[config.mk]
export PLATFORM = sky130hd
export DESIGN_NAME = cameralink_acq_ctrl
export DESIGN_NICKNAME = d
export VERILOG_FILES = /design/src/rtl/cl_acq_pkg.sv /design/src/rtl/cl_acq_frame_checker.sv /design/src/rtl/cameralink_acq_ctrl.sv
export SDC_FILE = /design/constraint.sdc
export NUM_CORES = 1
export LEC_CHECK = 0
export BUFFER_PORTS_ARGS = -buffer_cell sky130_fd_sc_hd__buf_2
export CORE_MARGIN = 2
export CORE_UTILIZATION = 59
export DETAILED_ROUTE_END_ITERATION = 6
export GPL_TIMING_DRIVEN = 0
export PLACE_DENSITY = 0.81
export SLEW_MARGIN = 0
export SYNTH_ARGS = -nofsm -noshare
export SYNTH_HDL_FRONTEND = slang
export SYNTH_SLANG_ARGS = --single-unit
[constraint.sdc]
create_clock -name sys_clk -period 3.6 [get_ports sys_clk]
set_input_delay 0.36 -clock sys_clk [delete_from_list [all_inputs] [get_ports sys_clk]]
set_output_delay 0.36 -clock sys_clk [all_outputs]
set_load 0.05 [all_outputs]
[src/rtl/cl_acq_pkg.sv]
// Shared types and default constants for the CameraLink acquisition controller.
package cl_acq_pkg;

  typedef enum logic [2:0] {
    ST_RESET_PHY = 3'd0,
    ST_WAIT_LOCK = 3'd1,
    ST_IDLE      = 3'd2,
    ST_ARMED     = 3'd3,
    ST_CAPTURE   = 3'd4,
    ST_DRAIN     = 3'd5,
    ST_FAULT     = 3'd6
  } cl_acq_state_e;

  localparam int CL_RST_CYCLES   = 16;
  localparam int CL_LOCK_TIMEOUT = 1048576;
  localparam int CL_MAX_RETRY    = 4;
  localparam int CL_CNT_W        = 32;

  // FIFO read tail absorbed after FVAL falls
  localparam int DRAIN_CYCLES    = 2;

endpackage

[src/rtl/cl_acq_frame_checker.sv]
// Per-frame pixel counter with saturation, expected-size register and
// last-frame pix_count register. Driven by load/clear/count/close strobes.
module cl_acq_frame_checker
  import cl_acq_pkg::*;
#(
  parameter int CNT_W = CL_CNT_W
) (
  input  logic             clk,
  input  logic             rst_n,
  input  logic             i_load,
  input  logic [CNT_W-1:0] i_cfg_pixels,
  input  logic             i_clr,
  input  logic             i_cnt,
  input  logic             i_close,
  output logic [CNT_W-1:0] o_pix_count,
  output logic             o_mismatch
);

  logic [CNT_W-1:0] r_expected;
  logic [CNT_W-1:0] r_cnt;
  logic [CNT_W-1:0] r_pix_count;
  logic [CNT_W-1:0] w_cnt_nxt;

  // Count including the current cycle, holding at all-ones
  always_comb begin
    w_cnt_nxt = r_cnt;
    if (i_cnt && (r_cnt != '1)) w_cnt_nxt = r_cnt + CNT_W'(1);
  end

  // A saturated count only matches an all-ones expectation
  assign o_mismatch  = (w_cnt_nxt != r_expected);
  assign o_pix_count = r_pix_count;

  // Expected size is latched once per acquisition
  always_ff @(posedge clk or negedge rst_n) begin
    if (!rst_n)      r_expected <= '0;
    else if (i_load) r_expected <= i_cfg_pixels;
  end

  // Running counter, cleared at frame start
  always_ff @(posedge clk or negedge rst_n) begin
    if (!rst_n)     r_cnt <= '0;
    else if (i_clr) r_cnt <= '0;
    else            r_cnt <= w_cnt_nxt;
  end

  // Publish the count only when a frame closes normally
  always_ff @(posedge clk or negedge rst_n) begin
    if (!rst_n)       r_pix_count <= '0;
    else if (i_close) r_pix_count <= w_cnt_nxt;
  end

endmodule

[src/rtl/cameralink_acq_ctrl.sv]
// CameraLink acquisition sequencer and link supervisor (sys_clk domain).
// Optional statistics outputs are enabled by defining CL_ACQ_STATS_EN.
//
// state        | meaning
// RESET_PHY    | phy_rst held high for RST_CYCLES, bumps retry count
// WAIT_LOCK    | waiting for phy_locked, bounded by LOCK_TIMEOUT
// IDLE         | link up, waiting for start
// ARMED        | waiting for a frame start boundary
// CAPTURE      | counting qualified pixels while FVAL is high
// DRAIN        | DRAIN_CYCLES of FIFO tail after FVAL falls, then close
// FAULT        | lock retries exhausted, waits for err_clr
module cameralink_acq_ctrl
  import cl_acq_pkg::*;
#(
  parameter int RST_CYCLES   = CL_RST_CYCLES,
  parameter int LOCK_TIMEOUT = CL_LOCK_TIMEOUT,
  parameter int MAX_RETRY    = CL_MAX_RETRY,
  parameter int CNT_W        = CL_CNT_W
) (
  input  logic             sys_clk,
  input  logic             sys_rst_n,
  output logic             phy_rst,
  input  logic             phy_locked,
  input  logic             phy_frame_valid,
  input  logic             phy_new_frame,
  input  logic             phy_pixel_vld,
  input  logic             start,
  input  logic             abort,
  input  logic             err_clr,
  input  logic [15:0]      cfg_frames,
  input  logic [CNT_W-1:0] cfg_frame_pixels,
  output logic             pix_keep,
  output logic             frame_start,
  output logic             frame_done,
  output logic             acq_busy,
  output logic             acq_done,
  output logic [CNT_W-1:0] pix_count,
`ifdef CL_ACQ_STATS_EN
  output logic [31:0]      stat_frames,
  output logic [15:0]      stat_errs,
`endif
  output logic             size_err,
  output logic             lock_lost,
  output logic             link_fault
);

  localparam int TMAX = (LOCK_TIMEOUT > RST_CYCLES) ? LOCK_TIMEOUT : RST_CYCLES;
  localparam int TW   = $clog2(TMAX + 1);
  localparam int RW   = $clog2(MAX_RETRY + 1);

  cl_acq_state_e r_state, w_next;
  logic [TW-1:0] r_timer;
  logic [RW-1:0] r_retry;
  logic [15:0]   r_remaining;
  logic          r_phy_rst, r_frame_start, r_frame_done, r_acq_busy, r_acq_done;
  logic          r_size_err, r_lock_lost, r_link_fault;
  logic          w_close, w_lock_drop, w_load, w_clr, w_mismatch, w_last, w_busy_nxt;

  // Zero-latency pixel qualification
  assign pix_keep = phy_pixel_vld & ((r_state == ST_CAPTURE) | (r_state == ST_DRAIN));
  assign w_load   = (r_state == ST_IDLE) & (w_next == ST_ARMED);
  assign w_clr    = (r_state == ST_ARMED) & (w_next == ST_CAPTURE);
  assign w_last   = w_close & (r_remaining == 16'd1);
  assign w_busy_nxt = (w_next == ST_ARMED) | (w_next == ST_CAPTURE) | (w_next == ST_DRAIN);

  // Next-state decode; lock loss beats abort, abort beats everything else
  always_comb begin
    w_next      = r_state;
    w_close     = 1'b0;
    w_lock_drop = 1'b0;
    case (r_state)
      ST_RESET_PHY: if (r_timer == TW'(RST_CYCLES - 1)) w_next = ST_WAIT_LOCK;
      ST_WAIT_LOCK: begin
        if (phy_locked) w_next = ST_IDLE;
        else if (r_timer == TW'(LOCK_TIMEOUT - 1))
          w_next = (r_retry == RW'(MAX_RETRY)) ? ST_FAULT : ST_RESET_PHY;
      end
      ST_FAULT: if (err_clr) w_next = ST_RESET_PHY;
      ST_IDLE: begin
        if (!phy_locked) begin
          w_lock_drop = 1'b1;
          w_next      = ST_RESET_PHY;
        end else if (start && !abort) w_next = ST_ARMED;
      end
      ST_ARMED, ST_CAPTURE, ST_DRAIN: begin
        if (!phy_locked) begin
          w_lock_drop = 1'b1;
          w_next      = ST_RESET_PHY;
        end else if (abort) begin
          w_next = ST_IDLE;
        end else if (r_state == ST_ARMED) begin
          if (phy_new_frame) w_next = ST_CAPTURE;
        end else if (r_state == ST_CAPTURE) begin
          if (!phy_frame_valid) w_next = ST_DRAIN;
        end else if (r_timer == TW'(DRAIN_CYCLES - 1)) begin
          w_close = 1'b1;
          w_next  = (r_remaining == 16'd1) ? ST_IDLE : ST_ARMED;
        end
      end
      default: w_next = ST_RESET_PHY;
    endcase
  end

  // State, phase timer (only runs in timed states) and retry count
  always_ff @(posedge sys_clk or negedge sys_rst_n) begin
    if (!sys_rst_n) begin
      r_state <= ST_RESET_PHY;
      r_timer <= '0;
      r_retry <= '0;
    end else begin
      r_state <= w_next;
      if ((w_next != r_state) ||
          !((r_state == ST_RESET_PHY) || (r_state == ST_WAIT_LOCK) || (r_state == ST_DRAIN)))
        r_timer <= '0;
      else
        r_timer <= r_timer + TW'(1);
      if ((r_state == ST_RESET_PHY) && (w_next == ST_WAIT_LOCK))
        r_retry <= r_retry + RW'(1);
      else if (((r_state == ST_WAIT_LOCK) && phy_locked) || ((r_state == ST_FAULT) && err_clr))
        r_retry <= '0;
    end
  end

  // Remaining-frame counter; zero while busy means continuous mode
  always_ff @(posedge sys_clk or negedge sys_rst_n) begin
    if (!sys_rst_n)                           r_remaining <= '0;
    else if (w_load)                          r_remaining <= cfg_frames;
    else if (w_close && (r_remaining != '0))  r_remaining <= r_remaining - 16'd1;
  end

  // Registered control outputs and sticky status (set beats clear)
  always_ff @(posedge sys_clk or negedge sys_rst_n) begin
    if (!sys_rst_n) begin
      r_phy_rst     <= 1'b1;
      r_frame_start <= 1'b0;
      r_frame_done  <= 1'b0;
      r_acq_busy    <= 1'b0;
      r_acq_done    <= 1'b0;
      r_size_err    <= 1'b0;
      r_lock_lost   <= 1'b0;
      r_link_fault  <= 1'b0;
    end else begin
      r_phy_rst     <= (w_next == ST_RESET_PHY);
      r_frame_start <= w_clr;
      r_frame_done  <= w_close;
      r_acq_busy    <= w_busy_nxt;
      r_acq_done    <= w_last;
      r_link_fault  <= (w_next == ST_FAULT);
      if (w_close && w_mismatch) r_size_err <= 1'b1;
      else if (err_clr)          r_size_err <= 1'b0;
      if (w_lock_drop)           r_lock_lost <= 1'b1;
      else if (err_clr)          r_lock_lost <= 1'b0;
    end
  end

  cl_acq_frame_checker #(.CNT_W(CNT_W)) u_checker (
    .clk          (sys_clk),
    .rst_n        (sys_rst_n),
    .i_load       (w_load),
    .i_cfg_pixels (cfg_frame_pixels),
    .i_clr        (w_clr),
    .i_cnt        (pix_keep),
    .i_close      (w_close),
    .o_pix_count  (pix_count),
    .o_mismatch   (w_mismatch)
  );

`ifdef CL_ACQ_STATS_EN
  logic [31:0] r_stat_frames;
  logic [15:0] r_stat_errs;
  logic        w_err_evt;

  assign w_err_evt = (w_close & w_mismatch) | w_lock_drop;

  // Saturating statistics; err_clr restarts them from the current event
  always_ff @(posedge sys_clk or negedge sys_rst_n) begin
    if (!sys_rst_n) begin
      r_stat_frames <= '0;
      r_stat_errs   <= '0;
    end else if (err_clr) begin
      r_stat_frames <= {31'd0, w_close};
      r_stat_errs   <= {15'd0, w_err_evt};
    end else begin
      if (w_close && (r_stat_frames != '1)) r_stat_frames <= r_stat_frames + 32'd1;
      if (w_err_evt && (r_stat_errs != '1)) r_stat_errs <= r_stat_errs + 16'd1;
    end
  end

  assign stat_frames = r_stat_frames;
  assign stat_errs   = r_stat_errs;
`endif

  assign phy_rst     = r_phy_rst;
  assign frame_start = r_frame_start;
  assign frame_done  = r_frame_done;
  assign acq_busy    = r_acq_busy;
  assign acq_done    = r_acq_done;
  assign size_err    = r_size_err;
  assign lock_lost   = r_lock_lost;
  assign link_fault  = r_link_fault;

endmodule

==> reports/qor.txt <==
status: finished, final reports clean
total design power: 4.677 mW
final hold viol count: 0
EDFF count, synth: 0
clk_lat worst skew: 430 ps
P_int: 3.243 mW
Post-DP Area: 8660 um^2
final wirelength: 19.77 mm
Crit. Startpoint: u_checker.r_cnt[0]
final cell count without fillers: 1,131
switching part of the total: 30.67%
total grt overflow: 0
Final Wtd Congestion: 0.9456
root buf cell: clkbuf_16
Final setup viols: 0
Via Count: 6,631
list of most frequent post-synthesis cells: dfrtp_1, nor2_1, nand2_1
Worst slew margin: 32.35%
Synth area leader: dfrtp_1
Net Count, Synth: 887
Async SR Flop Fraction: 100.0%
H-tree depth: 4
drt pass-1 iters: 5
initial antenna violation count: 2
Synth Area in Compound Gates: 10.39%
total track usage: 28.42%
Seq cells post-synth: 147
effective utilization at floorplan: 60.05%
vias per inst: 5.863
Fin Hold WS: 160.4 ps
clock sinks: 147
Seq/Total Area, Yosys: 46.46%
Top FF cell, synth: dfrtp_1
Inst Count DP: 1,096
Worst Setup Slack, final: 207.5 ps
FF/Latch Area: 3680 um^2
Slew Viols, Final: 0
Max Clock Skew: 10.07 ps
CTS buffer count: 17
Core ar.: 13,190 um^2
MaxCap Viol Count: 0
largest net degree at the start of global routing: 87
Ports: 98
DRT iter0 DRCs: 661
number of port buffers: 97
part of the cycle the worst path needs: 94.24%
Die Area: 14,370 um^2
Clock Tree Buf Depth: 2
Area Overhead vs Synth: 17.12%
Unique masters post-synth: 74
row count: 42
DP Worst Slack: 275.8 ps
DR DRC count: 0
vias in the first global route: 6,456
arrival time at the worst endpoint: 3660 ps
startpoint types: flop
fmax: 0.2948 GHz
share of the synthesized area in the top cell type: 46.13%
main area contributors after synthesis: dfrtp_1, xnor2_1, nor2_1
share of layout cells above drive strength 1: 21.62%
Slew @ Worst Pin: 1007 ps
clock-pin slew on the worst setup and hold paths: 70 ps
clock group share of total power: 36.5%
DPL Wire Length: 14.31 mm
DRT antenna net count: 0
r2r startpoint: u_checker.r_cnt[0]
Sw Pwr: 1.434 mW
Max IR drop VDD: 0.5019 mV
synth warn: 0
Die X: 119.9 um
Layout Utilization: 70.33%
setup_tns: 0 ps
first-pass GRT wire length: 31.78 mm
die height: 119.9 um
pwr dens: 504.2 nW/um^2
synthesized area: 7920 um^2
WL per Instance: 17.48 um
fin nets: 1,005
mux share of post-synthesis cell area: 5.213%
most common cell in the netlist: dfrtp_1
total leakage power: 4.299 nW
endpoint type of the worst setup path: flop
CP Data Required Time: 3870 ps
Synth Area in XOR/XNOR: 10.13%
area of the multi-input gates: 3990 um^2
CTS tree: yes
HP Class: input port to flop
HP Start: cfg_frame_pixels[8]
adder-cell share of the synthesized area: 1.264%
maximum fanout along the worst path: 5
Sequential Power Share: 44.1%
syn avg cell area: 9.635 um^2
crit path time final: 3392 ps
type of the worst setup path: flop to flop
post-route cell area: 9276 um^2
Mapped Cells: 822
Post-Synth Simple-Gate Area: 23.00%
fill count: 1,059
largest family of logic cells by synthesized area: simple AND/OR/NAND/NOR gates
Combinational Power Share: 19.4%
==> cell type report <==
cell class / instances / area share (%)
Multi-Input combinational cell: 610 / 43.01
Sequential cell: 147 / 39.67
Timing Repair Buffer: 99 / 5.705
Clock buffer: 17 / 4.586
Tap cell: 176 / 2.374
Buffer: 43 / 2.131
Clock inverter: 15 / 1.578
Inverter: 22 / 0.8902
Antenna cell: 2 / 0.05395
==> per-layer routing <==
metal  global-route usage [%]  part of all wire, %  up-vias  wire [um]
met5                        0                    0        -          0
met4                    9.926                  2.0        0        393
met3                    7.177                  6.6       30       1306
met2                    45.75                   48      253       9439
met1                    37.62                   44     3211       8628
li1                         -                    -     3137          -
==> cells by family (layout without fill, tap and decap cells) <==
group / Yosys count / after routing
AO/OA/AOI/OAI: 127 / 127
XOR/XNOR: 86 / 86
adder cells (fa/ha/maj): 8 / 8
buffers and inverters: 65 / 196
flip-flops: 147 / 147
multiplexers: 37 / 37
other: 0 / 2
AND/OR/NAND/NOR: 352 / 352
==> worst max-delay path: stages, from the launching register on <==
cell,delay [ps]
dfrtp_1,460
ha_1,260
nand4_1,280
nor4_1,650
a21oi_1,190
a22oi_1,210
nand4_1,110
or4_1,540
nor4_2,340
a41oi_1,180
==> path summary, 6_finish.rpt <==
| check | to | slack (ps) | depth (start not counted) |
|---|---|---|---|
| max reg2reg | size_err | 210 | 9 |
| max | size_err | 210 | 9 |
| min reg2reg | u_checker.o_pix_count[26] | 480 | 2 |
| min in group asynchronous | u_checker.o_pix_count[1] | 460 | 2 |
| max in group asynchronous | phy_rst | 2310 | 3 |
| min | u_checker.r_expected[8] | 160 | 2 |
==> registers in the layout (all words and copies together) (netlist names) <==
| register | cells |
|---|---|
| acq_done | 1 |
| r_retry | 3 |
| acq_busy | 1 |
| frame_done | 1 |
| r_timer | 21 |
| r_state | 3 |
| u_checker.r_cnt | 32 |
| lock_lost | 1 |
| size_err | 1 |
| u_checker.r_expected | 32 |
| link_fault | 1 |
| u_checker.o_pix_count | 32 |
| frame_start | 1 |
| phy_rst | 1 |
| r_remaining | 16 |
==> power groups by stage <==
stage	Clock [mW]	Sequential [mW]	Combinational, mW
6_report	1.71	2.06	0.910
3_5_place_dp	0	2.08	0.895
4_1_cts	1.73	2.06	0.905
5_1_grt	1.80	2.08	1.02
2_1_floorplan	0	2.06	0.645
3_3_place_gp	0	2.07	0.868
==> repair_timing <==
| item | 4_1_cts | 5_1_grt |
|---|---|---|
| hold endpoints to repair | 61 | 0 |
| setup buffers | 0 | 0 |
| hold buffers | 1 | 0 |
| setup endpoints to repair | 0 | 1 |
| resized for setup | 0 | 5 |
==> placed cells by master, fill, tap and decap left out, types with 21 or more instances in the layout <==
cell,instances
nand3_1,31
clkbuf_1,25
mux2_2,34
buf_2,110
nor2_1,109
inv_1,22
xnor2_1,53
o21ai_0,47
dfrtp_1,146
xor2_1,29
a21oi_1,25
nand2_1,71
nand4_1,21
Power figures use the tool's default switching activity.
